===== config.mk =====
export PLATFORM = sky130hd
export DESIGN_NAME = gate_tt_sweeper
export DESIGN_NICKNAME = d
export VERILOG_FILES = /design/src/rtl/gate_tt_sweeper.sv
export SDC_FILE = /design/constraint.sdc
export NUM_CORES = 1
export LEC_CHECK = 0
export BUFFER_PORTS_ARGS = -buffer_cell sky130_fd_sc_hd__buf_2
export CAP_MARGIN = 0
export CELL_PAD_IN_SITES_DETAIL_PLACEMENT = 1
export CELL_PAD_IN_SITES_GLOBAL_PLACEMENT = 2
export CORE_ASPECT_RATIO = 1.2
export CORE_MARGIN = 3
export CORE_UTILIZATION = 31
export CTS_BUF_LIST = sky130_fd_sc_hd__clkbuf_16
export CTS_CLUSTER_DIAMETER = 150
export CTS_CLUSTER_SIZE = 12
export DETAILED_ROUTE_END_ITERATION = 8
export GPL_TIMING_DRIVEN = 0
export PLACE_DENSITY_LB_ADDON = 0.1
export SYNTH_ARGS = -nofsm -noshare
export SYNTH_HDL_FRONTEND = slang
export SYNTH_SLANG_ARGS = --single-unit

===== constraint.sdc =====
create_clock -name clk -period 1.95 [get_ports clk]
set_clock_uncertainty 0.15 [all_clocks]
set_input_delay 0.195 -clock clk [delete_from_list [all_inputs] [get_ports clk]]
set_output_delay 0.195 -clock clk [all_outputs]
set_load 0.1 [all_outputs]

===== src/rtl/gate_tt_sweeper.sv =====
// Truth-table sweeper: walks every input vector onto a gate under test, holds it
// for SETTLE cycles, samples the gate output and tallies mismatches against TT.
module gate_tt_sweeper #(
    parameter int                 N_IN   = 3,
    parameter logic [2**N_IN-1:0] TT     = 8'b1111_1110,
    parameter int                 SETTLE = 2
) (
    input  logic            clk,
    input  logic            rst,
    input  logic            start,
    output logic [N_IN-1:0] x_o,
    input  logic            y_i,
    output logic            busy,
    output logic            done,
    output logic            pass,
    output logic [N_IN:0]   err_cnt,
    output logic            fail_valid,
    output logic [N_IN-1:0] fail_idx
);

    localparam int              CNT_W  = (SETTLE > 1) ? $clog2(SETTLE) : 1;
    localparam logic [CNT_W-1:0] CNT_LAST = CNT_W'(SETTLE - 1);
    localparam logic [N_IN-1:0] X_LAST = '1;

    typedef enum logic [1:0] {
        IDLE,
        RUN,
        FIN
    } state_t;

    state_t            state_q, state_d;
    logic [CNT_W-1:0]  cnt_q, cnt_d;
    logic [N_IN-1:0]   x_d;
    logic [N_IN:0]     err_d;
    logic              fv_d;
    logic [N_IN-1:0]   fidx_d;
    logic              pass_d;
    logic              busy_d;
    logic              done_d;

    // Case-inequality so an x/z on a floating or contended net counts as a failure;
    // synthesis reduces it to a plain inequality.
    function automatic logic is_mismatch(input logic y, input logic expect_y);
        return (y !== expect_y);
    endfunction

    always_comb begin
        state_d = state_q;
        cnt_d   = cnt_q;
        x_d     = x_o;
        err_d   = err_cnt;
        fv_d    = fail_valid;
        fidx_d  = fail_idx;
        pass_d  = pass;
        busy_d  = busy;
        done_d  = 1'b0;
        case (state_q)
            IDLE: begin
                busy_d = 1'b0;
                if (start) begin
                    state_d = RUN;
                    x_d     = '0;
                    cnt_d   = '0;
                    err_d   = '0;
                    fv_d    = 1'b0;
                    fidx_d  = '0;
                    pass_d  = 1'b0;
                    busy_d  = 1'b1;
                end
            end
            RUN: begin
                if (cnt_q == CNT_LAST) begin
                    if (is_mismatch(y_i, TT[x_o])) begin
                        err_d = err_cnt + 1'b1;
                        if (!fail_valid) begin
                            fv_d   = 1'b1;
                            fidx_d = x_o;
                        end
                    end
                    // pass must include the verdict on the final vector sampled this edge
                    if (x_o == X_LAST) begin
                        state_d = FIN;
                        done_d  = 1'b1;
                        busy_d  = 1'b0;
                        pass_d  = (err_d == '0);
                    end else begin
                        x_d   = x_o + 1'b1;
                        cnt_d = '0;
                    end
                end else begin
                    cnt_d = cnt_q + 1'b1;
                end
            end
            FIN: begin
                state_d = IDLE;
                busy_d  = 1'b0;
            end
            default: begin
                state_d = IDLE;
                busy_d  = 1'b0;
            end
        endcase
    end

    always_ff @(posedge clk) begin
        if (rst) begin
            state_q    <= IDLE;
            cnt_q      <= '0;
            x_o        <= '0;
            err_cnt    <= '0;
            fail_valid <= 1'b0;
            fail_idx   <= '0;
            pass       <= 1'b0;
            busy       <= 1'b0;
            done       <= 1'b0;
        end else begin
            state_q    <= state_d;
            cnt_q      <= cnt_d;
            x_o        <= x_d;
            err_cnt    <= err_d;
            fail_valid <= fv_d;
            fail_idx   <= fidx_d;
            pass       <= pass_d;
            busy       <= busy_d;
            done       <= done_d;
        end
    end

endmodule

==> results of run 1 <==
==> cell usage in the layout (no fill, tap or decap), types with 2 or more instances in the layout <==
cell	synthesis	routed
sky130_fd_sc_hd__dfxtp_2	0	5
sky130_fd_sc_hd__nor2_1	10	10
sky130_fd_sc_hd__nand2_1	7	7
sky130_fd_sc_hd__clkbuf_1	2	2
sky130_fd_sc_hd__o21ai_0	8	8
sky130_fd_sc_hd__a311oi_1	2	2
sky130_fd_sc_hd__o21a_1	2	2
sky130_fd_sc_hd__nand2b_1	3	3
sky130_fd_sc_hd__nor3_1	4	4
sky130_fd_sc_hd__buf_2	0	16
sky130_fd_sc_hd__ha_1	3	3
sky130_fd_sc_hd__clkbuf_16	0	3
sky130_fd_sc_hd__a21oi_1	6	6
sky130_fd_sc_hd__mux2i_1	4	4
sky130_fd_sc_hd__nand4_1	3	3
sky130_fd_sc_hd__and2_1	2	2
sky130_fd_sc_hd__dfxtp_1	18	13
sky130_fd_sc_hd__nor3b_1	2	2
sky130_fd_sc_hd__and2_0	2	2
==> per-layer routing <==
metal,up-vias,wire length (microns)
met5,-,0
met3,4,103
met2,16,1068
met4,0,39
li1,398,-
met1,376,968
==> cells by family (layout without fill, tap and decap cells) <==
family,Yosys count,in the layout,share of synthesized area
AND/OR/NAND/NOR,39,39,0.2427
AO/OA/AOI/OAI,26,26,0.1933
flip-flops,18,18,0.4186
multiplexers,5,5,0.05959
buffers and inverters,4,24,0.02180
adder cells (fa/ha/maj),3,3,0.04361
XOR/XNOR,2,2,0.02035
==> flip-flops by register name, indices dropped and copies added (netlist names), named ones only <==
| register | count |
|---|---|
| cnt_q | 1 |
| busy | 1 |
| err_cnt | 4 |
| fail_idx | 3 |
| fail_valid | 1 |
| state_q | 2 |
| pass | 1 |
| done | 1 |
| x_o | 3 |
==> stage by stage <==
step                      cells  utilization  instance area (sq um)
after CTS                   150       0.4101                   1067
after floorplan              97            -                  867.1
after global routing        150       0.4130                   1075
final                       150       0.4130                   1075
after detailed placement    146       0.3798                  988.4
after global placement      146       0.3798                  988.4
==> power by group <==
part,switching [mW],internal (mW),total (mW)
Sequential,0.00958,0.377,0.386
Clock,0.144,0.273,0.417
Combinational,0.0748,0.0300,0.105
Total,0.228,0.679,0.908
==> worst max path at each step <==
stage            from      to  slack, ns  cells after the start
2_1_floorplan  x_o[0]  x_o[0]       0.02                      6
3_3_place_gp   x_o[0]  x_o[1]       0.14                      6
3_5_place_dp   x_o[0]  x_o[1]       0.09                      6
4_1_cts        x_o[0]  x_o[1]       0.09                      6
5_1_grt        x_o[0]  x_o[2]       0.03                      6
6_report       x_o[0]  x_o[1]       0.13                      6
==> worst register-to-register path, delay by kind of cell, from the launching register on <==
kind,cells,cell delay (ns)
adder cells (fa/ha/maj),2,0.40
flip-flops,1,0.35
AO/OA/AOI/OAI,1,0.30
AND/OR/NAND/NOR,2,0.27
multiplexers,1,0.23
==> timing repair <==
item	in CTS	in global routing
gates resized for setup	0	1
endpoints found under the hold margin	0	0
setup endpoints to repair	0	1
==> final cells by class <==
class,count,area share
Buffer,3,0.01397
Clock buffer,3,0.06985
Clock inverter,1,0.003492
Inverter,1,0.003492
Multi-Input combinational cell,75,0.4552
Sequential cell,18,0.3411
Tap cell,33,0.03842
Timing Repair Buffer,16,0.07451
==> flow_summary.json, run 1 <==
{
  "worstHoldEndpoint": "err_cnt[2]",
  "detail_route.iter0.violations": 9,
  "family_with_the_most_delay_on_the_worst_path": "adder cells",
  "cpMaxStageDelayCell": "sky130_fd_sc_hd__dfxtp_2",
  "endpoint_kind": "flip-flop",
  "io_buffers": 16,
  "standby_leakage_power_nw": 0.4350,
  "cap_viol_max_count": 0,
  "power_density_over_the_cells_nw_per_um2": 844.7,
  "netlist_area_sq_um": 860.8,
  "netlist_instances": 97,
  "vias_in_the_first_global_route": 838,
  "cts_setup_buffers": 0,
  "multi_input_area_sq_um": 489.2,
  "hold_violations": 0,
  "drt_wl_total_microns": 2179,
  "final_nets": 125,
  "clock_tree.root_cell": "sky130_fd_sc_hd__clkbuf_16",
  "syn-mean-instance-area_sq_um": 8.874,
  "finalWeightedCongestion": 0.6976,
  "grtUsageMet2": 0.2591,
  "share_of_async_settable_or_async_resettable_flops_after_synthesis": 0,
  "layout.area.seq_sq_um": 366.6,
  "timing.final.ws_setup_ns": 0.1332,
  "drt.antenna.violating_nets": 0,
  "hp-start": "rst",
  "maxSlewViolCount": 0,
  "remaining_drc_errors": 0,
  "grt_first_pass_wirelength_microns": 3788,
  "seq_area_frac_synth": 0.4186,
  "path_buf_inv": 0,
  "finalPower_uw": 907.8,
  "num_io_pins": 18,
  "post_synth_main_area_contributors": "sky130_fd_sc_hd__dfxtp_1, sky130_fd_sc_hd__mux2i_1, sky130_fd_sc_hd__o21ai_0",
  "worst_skew_pair.late_latency_ns": 0.25,
  "synthesis.nets": 104,
  "antenna_found_initial": 0,
  "numCtsBuffers": 3,
  "post-synth-top-area-cell": "sky130_fd_sc_hd__dfxtp_1",
  "regToRegEndpoint": "x_o[1]",
  "synth.distinct_cells": 35,
  "clkSinkCount": 18,
  "clk_pin_slew_ns": 0.05,
  "min_path_cells": 2,
  "global_routing_usage_on_met1": 0.1669,
  "post_synth_most_frequent_cells": "sky130_fd_sc_hd__dfxtp_1, sky130_fd_sc_hd__nor2_1, sky130_fd_sc_hd__o21ai_0",
  "gr-max-usage-layer": "met2",
  "cts_tree": "built",
  "max_freq_mhz": 550.4,
  "cts-hold-fix-buffers": 0,
  "core_region_area_sq_um": 2603,
  "timing.reg2reg.worst_path_depth": 6,
  "r2r_start": "x_o[0]",
  "cts.htree.levels": 1,
  "timing.hold.ws_ns": 0.1899,
  "count_of_vias_placed_by_the_detailed_router": 794,
  "timing.final.crit_share": 0.9317,
  "drtPass1Iterations": 4,
  "post_route_cells_drive_above_1_share": 0.2479,
  "timing.setup.tns_ns": 0,
  "yosys.area.top_type_share": 0.4186,
  "synth_warnings": 0,
  "initial_utilization": 0.3308,
  "antennaDiodeCount": 0,
  "crit_arrival_ns": 1.79,
  "post-dp-hpwl_microns": 1684,
  "via_per_inst": 5.293,
  "grt_setup_unrepaired": "false",
  "setup_viol": 0,
  "dieHeight_microns": 63.73,
  "crit_chain": "ha_1, ha_1, nand3b_1, a21oi_4, mux2i_1, nor2_1",
  "fill_cells": 338,
  "crit_path_frequent_cell": "sky130_fd_sc_hd__ha_1",
  "worst-setup-path-type": "reg -> reg",
  "critical_path_required_ns": 1.92,
  "die_area_sq_um": 3448,
  "reg2reg_slack_ns": 0.13,
  "cp_max_fo": 7,
  "grt_overflow_total": 0,
  "fp.dieW_microns": 54.11,
  "cp-start-kind": "flip-flop",
  "timing.slew.headroom": 0.4409,
  "dpl_worst_slack_ns": 0.09477,
  "synth_enable_flop_cells": 0,
  "routedWlPerCell_microns": 14.53,
  "cts_buffer_depth": 2,
  "synthFlopType": "sky130_fd_sc_hd__dfxtp_1",
  "grt_use_met3": 0.03310,
  "globalRouteTotalUtil": 0.1500,
  "core.rowCount": 20,
  "critPathMaxStageDelay_ns": 0.35,
  "max-vdd-ir-drop_v": 0.0003892,
  "finalWorstPathRequiredPeriod_ns": 1.817,
  "grt_max_degree": 11,
  "worst-slew-pin-transition_ns": 0.8368,
  "post-synth-top-count-cell": "sky130_fd_sc_hd__dfxtp_1",
  "outcome": "finished clean",
  "min_path_type": "in -> reg",
  "synth-seq-cells": 18,
  "area.growth.synth_to_final_pct": 24.85
}
Note: power is estimated with default switching activity, not from simulation.
==> inputs of run 2 (changes only) <==
==> constraint.sdc (replaced) <==
create_clock -name clk -period 1.95 [get_ports clk]
set_clock_uncertainty 0.15 [all_clocks]
set_input_delay 0.195 -clock clk [delete_from_list [all_inputs] [get_ports clk]]
set_output_delay 0.195 -clock clk [all_outputs]
set_load 0.005 [all_outputs]
==> run 2 against run 1 <==
- routed wire length down 2.4%
- register-to-register slack better by 0.02 ns
- critical path type unchanged
- largest power group unchanged
- highest routed layer unchanged
- non-clock buffer count unchanged
- worst setup slack better by 0.020 ns
- global-route usage about the same
- flip-flop and latch count unchanged
- utilization down 0.38 points
- critical path depth unchanged
- worst hold slack better by 0.0099 ns
- sequential power about the same
- critical endpoint is now x_o[0]
- cell area down 0.93%
==> flow_summary.json, run 2 (same netlist as run 1, synthesis figures left out) <==
{
  "routedWlPerCell_microns": 14.28,
  "detail_route.iter0.violations": 13,
  "critical_path_required_ns": 1.92,
  "grt_setup_unrepaired": "false",
  "layout.core_utilization": 0.4091,
  "antennaDiodeCount": 0,
  "layout.cells.most_common_list": "sky130_fd_sc_hd__dfxtp_1, sky130_fd_sc_hd__buf_2, sky130_fd_sc_hd__nor2_1",
  "remaining_drc_errors": 0,
  "core_region_area_sq_um": 2603,
  "power_density_over_the_cells_nw_per_um2": 821.6,
  "crit_arrival_ns": 1.77,
  "fp.dieW_microns": 54.11,
  "antenna_found_initial": 0,
  "area_post_placement_sq_um": 982.2,
  "max-vdd-ir-drop_v": 0.0005314,
  "min_path_type": "in -> reg",
  "initial_utilization": 0.3308,
  "final_cells": 149,
  "io_buffers": 16,
  "worst_skew_pair.late_latency_ns": 0.25,
  "num_io_pins": 18,
  "maxSlewViolCount": 0,
  "finalWorstPathRequiredPeriod_ns": 1.797,
  "fin_area_sq_um": 1065,
  "timing.slew.headroom": 0.4394,
  "drt_wl_total_microns": 2127,
  "timing.hold.ws_ns": 0.1998,
  "intPower_uw": 676.9,
  "timing.final.crit_share": 0.9215,
  "globalRouteTotalUtil": 0.1498,
  "hold_violations": 0,
  "outcome": "finished clean",
  "endpoint_kind": "flip-flop",
  "grt_first_pass_wirelength_microns": 3767,
  "core.rowCount": 20,
  "netSwitchingFraction": 0.2263,
  "setup_viol": 0,
  "max_freq_mhz": 556.5,
  "grt_max_degree": 11,
  "vias_in_the_first_global_route": 855,
  "cts.htree.levels": 1,
  "power.clock.fraction": 0.467,
  "final_nets": 125,
  "dpl_worst_slack_ns": 0.07756,
  "most_common_library_cell_in_the_layout_ignoring_fill_and_taps": "sky130_fd_sc_hd__dfxtp_1",
  "sequential_fraction_of_design_power": 0.441,
  "drt.antenna.violating_nets": 0,
  "dieHeight_microns": 63.73,
  "numCtsBuffers": 3,
  "drtPass1Iterations": 4,
  "net-switching-power_uw": 198.0,
  "timing.final.ws_setup_ns": 0.1532,
  "grt_overflow_total": 0,
  "cts_tree": "built",
  "post-dp-hpwl_microns": 1596,
  "cap_viol_max_count": 0,
  "largest_reg_flops": 4,
  "comb_power_share": 0.092,
  "cts_buffer_depth": 2,
  "cp-start-kind": "flip-flop",
  "worst-setup-path-type": "reg -> reg",
  "timing.setup.tns_ns": 0,
  "clkSinkCount": 18,
  "standby_leakage_power_nw": 0.4306,
  "area.growth.synth_to_final_pct": 23.69,
  "largest_registers_ranked_by_flip_flop_count": "err_cnt x4, fail_idx x3, x_o x3",
  "via_per_inst": 5.443,
  "top_register_by_number_of_flip_flops": "err_cnt",
  "worst-slew-pin-transition_ns": 0.8391,
  "clk_pin_slew_ns": 0.05,
  "cts_setup_buffers": 0,
  "clock_tree.root_cell": "sky130_fd_sc_hd__clkbuf_16",
  "post_route_cells_drive_above_1_share": 0.2069,
  "placed_cells": 146,
  "finalPower_uw": 874.8,
  "cp_max_fo": 7,
  "die_area_sq_um": 3448,
  "count_of_vias_placed_by_the_detailed_router": 811,
  "finalWeightedCongestion": 0.7162
}
-- run 2: cell count changes in the layout (fill, tap and decap cells not counted) --
| cell | change |
|---|---|
| sky130_fd_sc_hd__dfxtp_1 | +5 |
| sky130_fd_sc_hd__clkinv_1 | -1 |
| sky130_fd_sc_hd__dfxtp_2 | -5 |
-- run 2: final timing paths --
check	cells after the start	from	endpoint	slack, ns
worst max-delay path	6	x_o[0]	x_o[0]	0.15
worst min-delay path	2	rst	state_q[0]	0.20
worst max register to register	6	x_o[0]	x_o[0]	0.15
worst min register to register	1	busy	busy	0.31
-- run 2: worst max-delay path: stages (launching register included) --
cell	delay, ns
sky130_fd_sc_hd__dfxtp_1	0.37
sky130_fd_sc_hd__ha_1	0.22
sky130_fd_sc_hd__ha_1	0.19
sky130_fd_sc_hd__nand3b_1	0.20
sky130_fd_sc_hd__a21oi_4	0.26
sky130_fd_sc_hd__mux2i_1	0.22
sky130_fd_sc_hd__nor2_1	0.05
-- run 2: layer usage --
metal | GRT usage | vias to the layer above | routed length [microns]
met5 | 0 | - | 0
met4 | 0.08411 | 0 | 57
met3 | 0.02837 | 5 | 79
met2 | 0.2515 | 16 | 1096
met1 | 0.1691 | 395 | 893
li1 | - | 395 | -
-- run 2: final cells by class --
class / count / area (sq um)
timing repair buffer: 16 / 80.08
clock buffer: 3 / 75.07
buffer: 3 / 15.01
inverter: 1 / 3.754
tap: 33 / 41.29
multi-input combinational: 75 / 489.2
sequential: 18 / 360.3
fill: 314 / 1538
-- run 2: power groups by stage --
stage	logic, mW	registers, mW	clock network [mW]
final	0.0802	0.386	0.409
after floorplan	0.0564	0.392	0
after global routing	0.0916	0.387	0.443
after global placement	0.0786	0.394	0
after CTS	0.0803	0.386	0.430
after detailed placement	0.0794	0.394	0
-- run 2: what timing repair did --
| item | 4_1_cts | 5_1_grt |
|---|---|---|
| setup endpoints to repair | 0 | 4 |
| hold buffers | 0 | 0 |
| resized for setup | 0 | 1 |
